$ cat config.mk
export PLATFORM = sky130hd
export DESIGN_NAME = mbldcm_hall_decoder
export DESIGN_NICKNAME = d
export VERILOG_FILES = /design/src/rtl/mbldcm_hall_decoder.sv
export SDC_FILE = /design/constraint.sdc
export NUM_CORES = 1
export LEC_CHECK = 0
export ABC_AREA = 0
export ABC_CLOCK_PERIOD_IN_PS = 3350
export CORE_ASPECT_RATIO = 1.75
export CORE_MARGIN = 3
export CORE_UTILIZATION = 48
export DETAILED_ROUTE_END_ITERATION = 10
export GPL_TIMING_DRIVEN = 0
export PLACE_DENSITY = 0.75
export SETUP_SLACK_MARGIN = 0.05
export SLEW_MARGIN = 20
export SYNTH_ARGS = -nofsm -noshare
export SYNTH_HDL_FRONTEND = slang
export SYNTH_SLANG_ARGS = --single-unit
$ cat constraint.sdc
create_clock -name iClock -period 3.35 [get_ports iClock]
set_input_delay 0.67 -clock iClock [delete_from_list [all_inputs] [get_ports iClock]]
set_output_delay 0.67 -clock iClock [all_outputs]
set_load 0.05 [all_outputs]
$ cat src/rtl/mbldcm_hall_decoder.sv
// Hall sensor front end for the BLDC drive: synchronises and debounces the three
// Hall inputs, decodes the commutation phase, times the steps and exposes it all over Avalon-MM.
module mbldcm_hall_decoder #(
  parameter logic [15:0] pFilterCycles  = 16'd4,
  parameter logic [31:0] pTimeoutCycles = 32'd50000000,
  parameter logic [2:0]  pInvertHall    = 3'b000
) (
  input  logic        iClock,
  input  logic        iReset_n,
  input  logic [1:0]  iAddr,
  input  logic        iRead,
  output logic [31:0] oRdata,
  input  logic        iWrite,
  input  logic [31:0] iWdata,
  output logic [1:0]  oResp,
  input  logic        iHu,
  input  logic        iHv,
  input  logic        iHw,
  output logic [2:0]  oPhase,
  output logic        oPhaseValid,
  output logic        oDir,
  output logic        oStop,
  output logic        oIrq
);

  localparam logic [15:0] cFilter = (pFilterCycles == 16'd0) ? 16'd1 : pFilterCycles;

  logic [2:0]  sync1, sync2, sample, cand, accCode;
  logic [15:0] stableCnt, nextCnt;
  logic        acceptNow;
  logic [2:0]  newPhase, phasePlus, phaseMinus;
  logic        newLegal, stepEvent, stepFwd, stepRev;
  logic [31:0] periodCnt, periodReg, edgeCnt, statusWord;
  logic        errInv, errSkip, ctrlEn, ctrlPend;
  logic        wrStatus, wrEdges, wrCtrl;
  logic        unusedWdata;

  assign sample = sync2 ^ pInvertHall;
  assign oResp  = '0;
  assign oIrq   = ctrlEn & ctrlPend;
  assign unusedWdata = ^{iWdata[31:10], iWdata[7:2]};

  assign wrStatus = iWrite && (iAddr == 2'd0);
  assign wrEdges  = iWrite && (iAddr == 2'd2);
  assign wrCtrl   = iWrite && (iAddr == 2'd3);

  // nextCnt counts consecutive samples equal to the candidate, including this one,
  // so acceptance lands exactly pFilterCycles clocks after the synchroniser output changes.
  always_comb begin
    nextCnt = 16'd1;
    if (sample == cand)
      nextCnt = (stableCnt >= cFilter) ? stableCnt : stableCnt + 16'd1;
    acceptNow = (nextCnt >= cFilter) && (sample != accCode);
  end

  always_comb begin
    newLegal = 1'b1;
    newPhase = oPhase;
    case (sample)
      3'b001:  newPhase = 3'd0;
      3'b011:  newPhase = 3'd1;
      3'b010:  newPhase = 3'd2;
      3'b110:  newPhase = 3'd3;
      3'b100:  newPhase = 3'd4;
      3'b101:  newPhase = 3'd5;
      default: newLegal = 1'b0;
    endcase
  end

  always_comb begin
    phasePlus  = (oPhase == 3'd5) ? 3'd0 : oPhase + 3'd1;
    phaseMinus = (oPhase == 3'd0) ? 3'd5 : oPhase - 3'd1;
    stepEvent  = acceptNow && newLegal && oPhaseValid && (newPhase != oPhase);
    stepFwd    = (newPhase == phasePlus);
    stepRev    = (newPhase == phaseMinus);
  end

  always_comb begin
    statusWord       = '0;
    statusWord[2:0]  = oPhase;
    statusWord[3]    = oPhaseValid;
    statusWord[4]    = oDir;
    statusWord[5]    = oStop;
    statusWord[8]    = errInv;
    statusWord[9]    = errSkip;
  end

  always_ff @(posedge iClock or negedge iReset_n) begin
    if (!iReset_n) begin
      sync1       <= '0;
      sync2       <= '0;
      cand        <= '0;
      accCode     <= '0;
      stableCnt   <= '0;
      oPhase      <= '0;
      oPhaseValid <= 1'b0;
      oDir        <= 1'b0;
      oStop       <= 1'b0;
      errInv      <= 1'b0;
      errSkip     <= 1'b0;
      periodCnt   <= '0;
      periodReg   <= '0;
      edgeCnt     <= '0;
      ctrlEn      <= 1'b0;
      ctrlPend    <= 1'b0;
      oRdata      <= '0;
    end else begin
      sync1     <= {iHu, iHv, iHw};
      sync2     <= sync1;
      cand      <= sample;
      stableCnt <= nextCnt;

      if (acceptNow) begin
        accCode <= sample;
        if (newLegal) begin
          oPhase      <= newPhase;
          oPhaseValid <= 1'b1;
        end else begin
          oPhaseValid <= 1'b0;
        end
      end

      if (acceptNow && !newLegal)            errInv <= 1'b1;
      else if (wrStatus && iWdata[8])        errInv <= 1'b0;

      if (stepEvent && !stepFwd && !stepRev) errSkip <= 1'b1;
      else if (wrStatus && iWdata[9])        errSkip <= 1'b0;

      if (stepEvent && stepFwd)      oDir <= 1'b0;
      else if (stepEvent && stepRev) oDir <= 1'b1;

      // A step that ends a stall reports PERIOD 0: the elapsed time is not a speed.
      if (stepEvent) begin
        periodCnt <= '0;
        periodReg <= oStop ? '0 : periodCnt;
        oStop     <= 1'b0;
      end else begin
        if (periodCnt != '1) periodCnt <= periodCnt + 32'd1;
        if (periodCnt == pTimeoutCycles) begin
          oStop     <= 1'b1;
          periodReg <= '0;
        end
      end

      if (wrEdges)        edgeCnt <= stepEvent ? 32'd1 : 32'd0;
      else if (stepEvent) edgeCnt <= edgeCnt + 32'd1;

      if (wrCtrl) ctrlEn <= iWdata[0];
      if (stepEvent)                  ctrlPend <= 1'b1;
      else if (wrCtrl && iWdata[1])   ctrlPend <= 1'b0;

      if (iRead) begin
        case (iAddr)
          2'd0:    oRdata <= statusWord;
          2'd1:    oRdata <= periodReg;
          2'd2:    oRdata <= edgeCnt;
          default: oRdata <= {30'd0, ctrlPend, ctrlEn};
        endcase
      end
    end
  end

endmodule

==> results.yml <==
critical_path:
  worst-path-buf-inv: 2
  crit_path_cell_trace: "clkbuf_1 -> clkbuf_1 -> nor2_1 -> ha_1 -> nor2b_1 -> or3b_2 -> a32o_1 -> a2111oi_1 -> o21ai_0"
  cpLargestDelayFamily: "compound AO/OA/AOI/OAI gates"
  crit_path_top_delay_cell: "a2111oi_1"
  reg2reg_from: "oPhase[0]"
  crit_type: "reg -> reg"
  worstPathMaxFanout: 10
  worstReg2RegEnd: "errSkip"
  cp-end-kind: "register"
  slowest_delay_ns: 0.57
  r2r_slack_ns: 0.33
  critPathMostFrequentCell: "clkbuf_1"
  rr_worst_depth: 9
  worstPathRequired_ns: 3.62
  arrival_ns: 3.29
  cp-start-kind: "register"
timing:
  min_period_ns: 3.02
  rsz0062_at_grt: "no"
  finalSetupTns_ns: 0
  hold_viol: 0
  setup_violations: 0
  slew-limit-headroom_pct: 43.4
  worstMarginPinSlew_ns: 0.843
  finalClockSkew_ns: 0.00858
  period_share_pct: 90.1
  layout_setup_ws_ns: 0.332
  slew_violations: 0
  clock.fmax_mhz: 331
placement:
  gp_congestion: 0.898
  place_area_um2: 8820
  portBuffers: 50
  post-place-ws_ns: 0.213
  dp_hpwl_um: 14400
  dp_cells: 1075
logic_synthesis:
  ys_types: 74
  synth_compound_area_share_pct: 16.4
  dominantRegCellSynth: "dfrtp_1"
  synth_adder_area_share_pct: 0.937
  synth_top_family_by_area: "simple AND/OR/NAND/NOR gates"
  syn_area_um2: 8010
  yosys.area_share.xor_xnor_pct: 4.16
  synth_simple_gate_area_share_pct: 20.1
  synth.avg_cell_area_um2: 9.97
  muxShareOfSynthArea_pct: 2.55
  yosys_register_bits: 166
  synth_warnings: 0
  ys_seq_area_share_pct: 51.9
  synth-edff-count: 0
  synthCells: 803
  async_flop_share_pct: 100
power_and_ir_drop:
  ir_worst_vdd_mv: 0.268
  power.density_nw_per_um2: 512
  p_leak_nw: 4.01
routing:
  wire_per_inst_um: 18.0
  firstDrtPassIters: 6
  viasPerCell: 5.82
  routed_wl_um: 19900
  drt_iter0_drc: 390
  ant_nets: 0
  drc: 0
  vias: 6447
clock_network:
  cts.clk_slew.worst_paths_ns: 0.07
  numCtsBuffers: 17
  cts_hold_buf: 0
  cts.path.max_buffers: 2
  root_buffer: "clkbuf_16"
  htree_levels: 4
  cts_tree: "yes"
  cts_sinks: 166
  clk_latency_ns: 0.42
floorplan:
  die_w_um: 104
  die_h_um: 177
  fp-row-count: 61
  ios: 82
  start_util_pct: 49.7
  die-area_um2: 18300
  core_area_um2: 16100
layout:
  design_area_um2: 9420
  nets: 922
  drive_gt1_share_pct: 9.23
  synthToLayoutAreaGrowth_pct: 17.7
  fin_cells: 1108
  insertedDiodeCount: 0
min_path:
  hold_path.class: "in -> async"
global_route:
  grt_pass1_vias: 6369
  grt.total_usage_pct: 22.1
  grt_pass1_wl_um: 32300
  antenna_found_initial: 0
  grt-ovfl-total: 0
  grt_max_degree: 90
outcome:
  outcome: "complete, no violations"
job:
  max-cap-violations: 0
[layout by cell type (no fill, tap or decap), types with 23 or more instances in the layout]
cell	instances
dfrtp_1	166
nor2_1	95
a21oi_1	71
nand2_1	50
clkdlybuf4s50_1	49
clkbuf_1	35
xor2_1	34
a22o_1	33
nand3_1	29
nand4_1	24
a22oi_1	24
o21ai_0	23
[stage by stage]
step | util (%) | hold slack [ns] | power [mW]
after detailed placement | 54.8 | 0.336 | 2.96
after CTS | 58.3 | 0.275 | 4.85
final | 58.5 | 0.249 | 4.83
after global placement | 54.6 | 0.332 | 2.94
after floorplan | - | 0.331 | 2.70
after global routing | 58.5 | 0.293 | 5.03
[worst reg2reg max path, stage by stage (launching register included)]
cell,delay (ns)
dfrtp_1,0.37
clkbuf_1,0.20
clkbuf_1,0.26
nor2_1,0.23
ha_1,0.27
nor2b_1,0.08
or3b_2,0.44
a32o_1,0.27
a2111oi_1,0.57
o21ai_0,0.19
[where the power goes]
| part | internal, mW | leakage, nW | total, mW | switching [mW] |
|---|---|---|---|---|
| registers | 2.13 | 2.21 | 2.25 | 0.123 |
| clock network | 1.01 | 0.271 | 1.89 | 0.886 |
| logic | 0.255 | 1.53 | 0.686 | 0.430 |
[timing repair]
action | CTS | global route
buffers inserted | 0 | 2
endpoints found under the setup margin | 0 | 39
gates resized for setup | 0 | 4
[cell type report]
type | instances | area, um2
buffer | 53 | 238
timing repair buffer | 53 | 548
sequential | 166 | 4150
multi-input combinational | 564 | 3560
tap | 220 | 275
inverter | 20 | 75.1
clock inverter | 14 | 135
clock buffer | 18 | 439
fill | 1384 | 6680
[logic make-up after synthesis]
logic type,after synthesis
DFF,166
adders and majority gates,6
muxes,17
xor gates and xnor gates,38
AOI/OAI and AO/OA,197
buffers and inverters,74
and+or+nand+nor,304
other,1
[per-layer routing]
layer | share of wire [%] | GRT usage (%)
met3 | 3.2 | 3.18
met2 | 53 | 40.2
met5 | 0 | 0
met1 | 38 | 24.4
met4 | 5.2 | 13.3
[sequential cells by signal (all words and copies together) (netlist names), 16 cells and up]
name,count
stableCnt,16
periodCnt,32
oRdata,32
periodReg,32
edgeCnt,32
[worst max-delay path by stage]
| stage | slack [ns] | startpoint | cells past startpoint | endpoint |
|---|---|---|---|---|
| 6_report | 0.33 | oPhase[0] | 9 | errSkip |
| 3_5_place_dp | 0.21 | sample[0] | 9 | periodReg[6] |
| 3_3_place_gp | -5.11 | iReset_n | 1 | edgeCnt[14] |
| 4_1_cts | 0.17 | sample[0] | 9 | periodReg[6] |
| 2_1_floorplan | 0.52 | oPhase[0] | 9 | errSkip |
| 5_1_grt | 0.07 | oPhase[0] | 10 | oDir |
[cells in the mapped netlist (20+ instances only)]
library cell / count / area share (%)
a21oi_1: 71 / 4.4
inv_1: 20 / 0.94
a22o_1: 33 / 3.6
nand3_1: 29 / 1.8
nand2_1: 50 / 2.3
clkbuf_1: 36 / 1.7
nand4_1: 24 / 1.9
a22oi_1: 24 / 2.2
nor2_1: 96 / 4.5
xor2_1: 34 / 3.7
o21ai_0: 23 / 1.4
dfrtp_1: 166 / 52
(Power assumes the default switching activity.)
==> RTL edit (config.mk and constraints unchanged) <==
Reset style: synchronous (`iReset_n`), changed in one clocked block.
--- a/src/rtl/mbldcm_hall_decoder.sv
+++ b/src/rtl/mbldcm_hall_decoder.sv
@@ -85,7 +85,7 @@
     statusWord[9]    = errSkip;
   end
 
-  always_ff @(posedge iClock or negedge iReset_n) begin
+  always_ff @(posedge iClock) begin
     if (!iReset_n) begin
       sync1       <= '0;
       sync2       <= '0;
Formal check against the unedited RTL: differs if iReset_n is asserted again (counterexample within 4 cycles, from zero or initial values and one cycle with iReset_n low); with iReset_n held inactive, the same outputs for 10 cycles.
==> RTL edit against the unedited design <==
Setup slack got worse by 29 ps; critical endpoint is now periodReg[30]; design area fell by 3.8%; synthesized cell count increased by 10%; global-route usage increased by 1.8 points; sequential cell count did not move; largest cell class is now multi-input gates; synthesized area down 3.2%; routed wire length is 5.0% higher.
Power is not compared: it rests on default switching activity, and its combinational part moved more than twofold at a synthesized area within 25%.
==> RTL edit: results (changes against the unedited design) <==
* Status: finished clean
* Rel. slew slack at 29.4% (-14 points)
* Initial DRC count at 405 (+3.8%)
* Seq group at 0.00202 W
* DP HPWL at 15500 um (+7.7%)
* HP Class: reg -> reg
* Worst clock skew at 10.3 ps (+1.69 ps)
* Reg-to-Reg Start: oPhase[0]
* Fillers at 1423 (+2.8%)
* Xor-xnor portion of the synthesized cell area at 4.97% (+0.81 points)
* DRT met1 WL at 7940 um (+4.1%)
* Flop2flop setup slack at 300 ps (-30 ps)
* Area Growth Syn to Fin at 17.0%
* Syn Inst Count at 886 (+10%)
* Top post-synthesis cells by area: dfxtp_1 (43%), nand3_1 (6.3%), o211a_1 (3.9%), nand2_1 (3.4%), a21boi_0 (3.4%)
* WP data arrival at 3390 ps (+100 ps)
* Number of global-route vias before repair at 6744 (+5.9%)
* Post-synth ARST share at 0% (-100 points)
* Layout cell share with drive strength beyond 1 at 6.40% (-2.8 points)
* Hold slack at 434 ps (+185 ps)
* Number of cells after detailed placement at 1123 (+4.5%)
* Reg2Reg Depth at 8 (-1)
* Nets at 1003 (+8.8%)
* Power Internal at 0.00310 W
* Global-route wire length before repair at 33500 um (+3.8%)
* Post-Place Setup Slack at 434 ps (+221 ps)
* Synth top cells by count: dfxtp_1 (166), nand3_1 (97), nand2_1 (71)
* Core ar. at 15600 um^2 (-3.0%)
* Cell Area, Placed at 8490 um^2 (-3.7%)
* Distinct cells, synth at 59 (-20%)
* Vias at 6957 (+7.9%)
* RD Place Congestion at 0.950 (+5.8%)
* Skew-Pair Late Insertion Delay at 430 ps
* Post-synthesis sequential area ratio at 42.9% (-9.0 points)
* Routed length on met2 at 11300 um (+6.0%)
* Hold Path Sink: sample[2]
* Met3 WL post-DR at 912 um (+44%)
* Reg2Reg Capture Point: periodReg[30]
* Non-Filler Instances at 1155 (+4.2%)
* Mux share of post-synthesis cell area at 2.26% (-0.29 points)
* CTS resizes at 0 (unchanged)
* GRT Overall Usage at 24.0% (+1.8 points)
* Post-DR wirelength/cell at 18.1 um (+0.73%)
* Largest net degree at the start of global routing at 19 (-79%)
* Post-Synth Adder-Cell Area at 0.968% (+0.031 points)
* Compound-Gate Fraction of Synth Area at 17.9% (+1.5 points)
* DRT Pass-1 Iters at 5 (-1)
[RTL edit: cell count changes after synthesis, sizes merged, moves of 10 or more]
cell | unedited run | this run
dfxtp | 0 | 166
a21oi | 71 | 31
xor2 | 34 | 15
nand4 | 26 | 16
o211a | 0 | 30
a21boi | 2 | 35
and3 | 6 | 24
xnor2 | 4 | 29
nand3 | 30 | 97
dfrtp | 166 | 0
nor2 | 97 | 54
nand2 | 50 | 71
a22o | 33 | 0
[RTL edit: worst max-delay path by stage]
stage | start | endpoint | slack [ps] | cells past startpoint
final | oPhase[0] | periodReg[30] | 300 | 8
after global routing | oPhase[0] | periodReg[30] | 120 | 8
after detailed placement | iAddr[0] | oRdata[29] | 430 | 7
after global placement | sample[2] | edgeCnt[20] | 420 | 8
after CTS | sample[2] | periodReg[30] | 370 | 8
after floorplan | oPhase[0] | edgeCnt[28] | 780 | 9
[RTL edit: per-layer routing]
metal / track usage [%] / vias up
met5: 0 / -
met4: 11.4 / 0
met3: 3.45 / 52
met2: 44.0 / 227
met1: 26.0 / 3316
li1: - / 3362
[RTL edit: area by class of cell]
cell class                 instances  share of cell area (%)
buffer                            72                    3.55
sequential                       166                    36.6
multi-input combinational        635                    44.8
clock buffer                      17                    4.69
clock inverter                    15                    1.68
tap                              186                    2.57
inverter                          14                   0.579
timing repair buffer              50                    5.52
[RTL edit: critical path, stage by stage (launching register included)]
cell      delay [ps]
dfxtp_1          330
clkbuf_1         290
nor2_1           110
a21oi_1          150
o221ai_1         260
nor3_1           920
clkbuf_1         570
nand3_1          160
a21boi_0         180
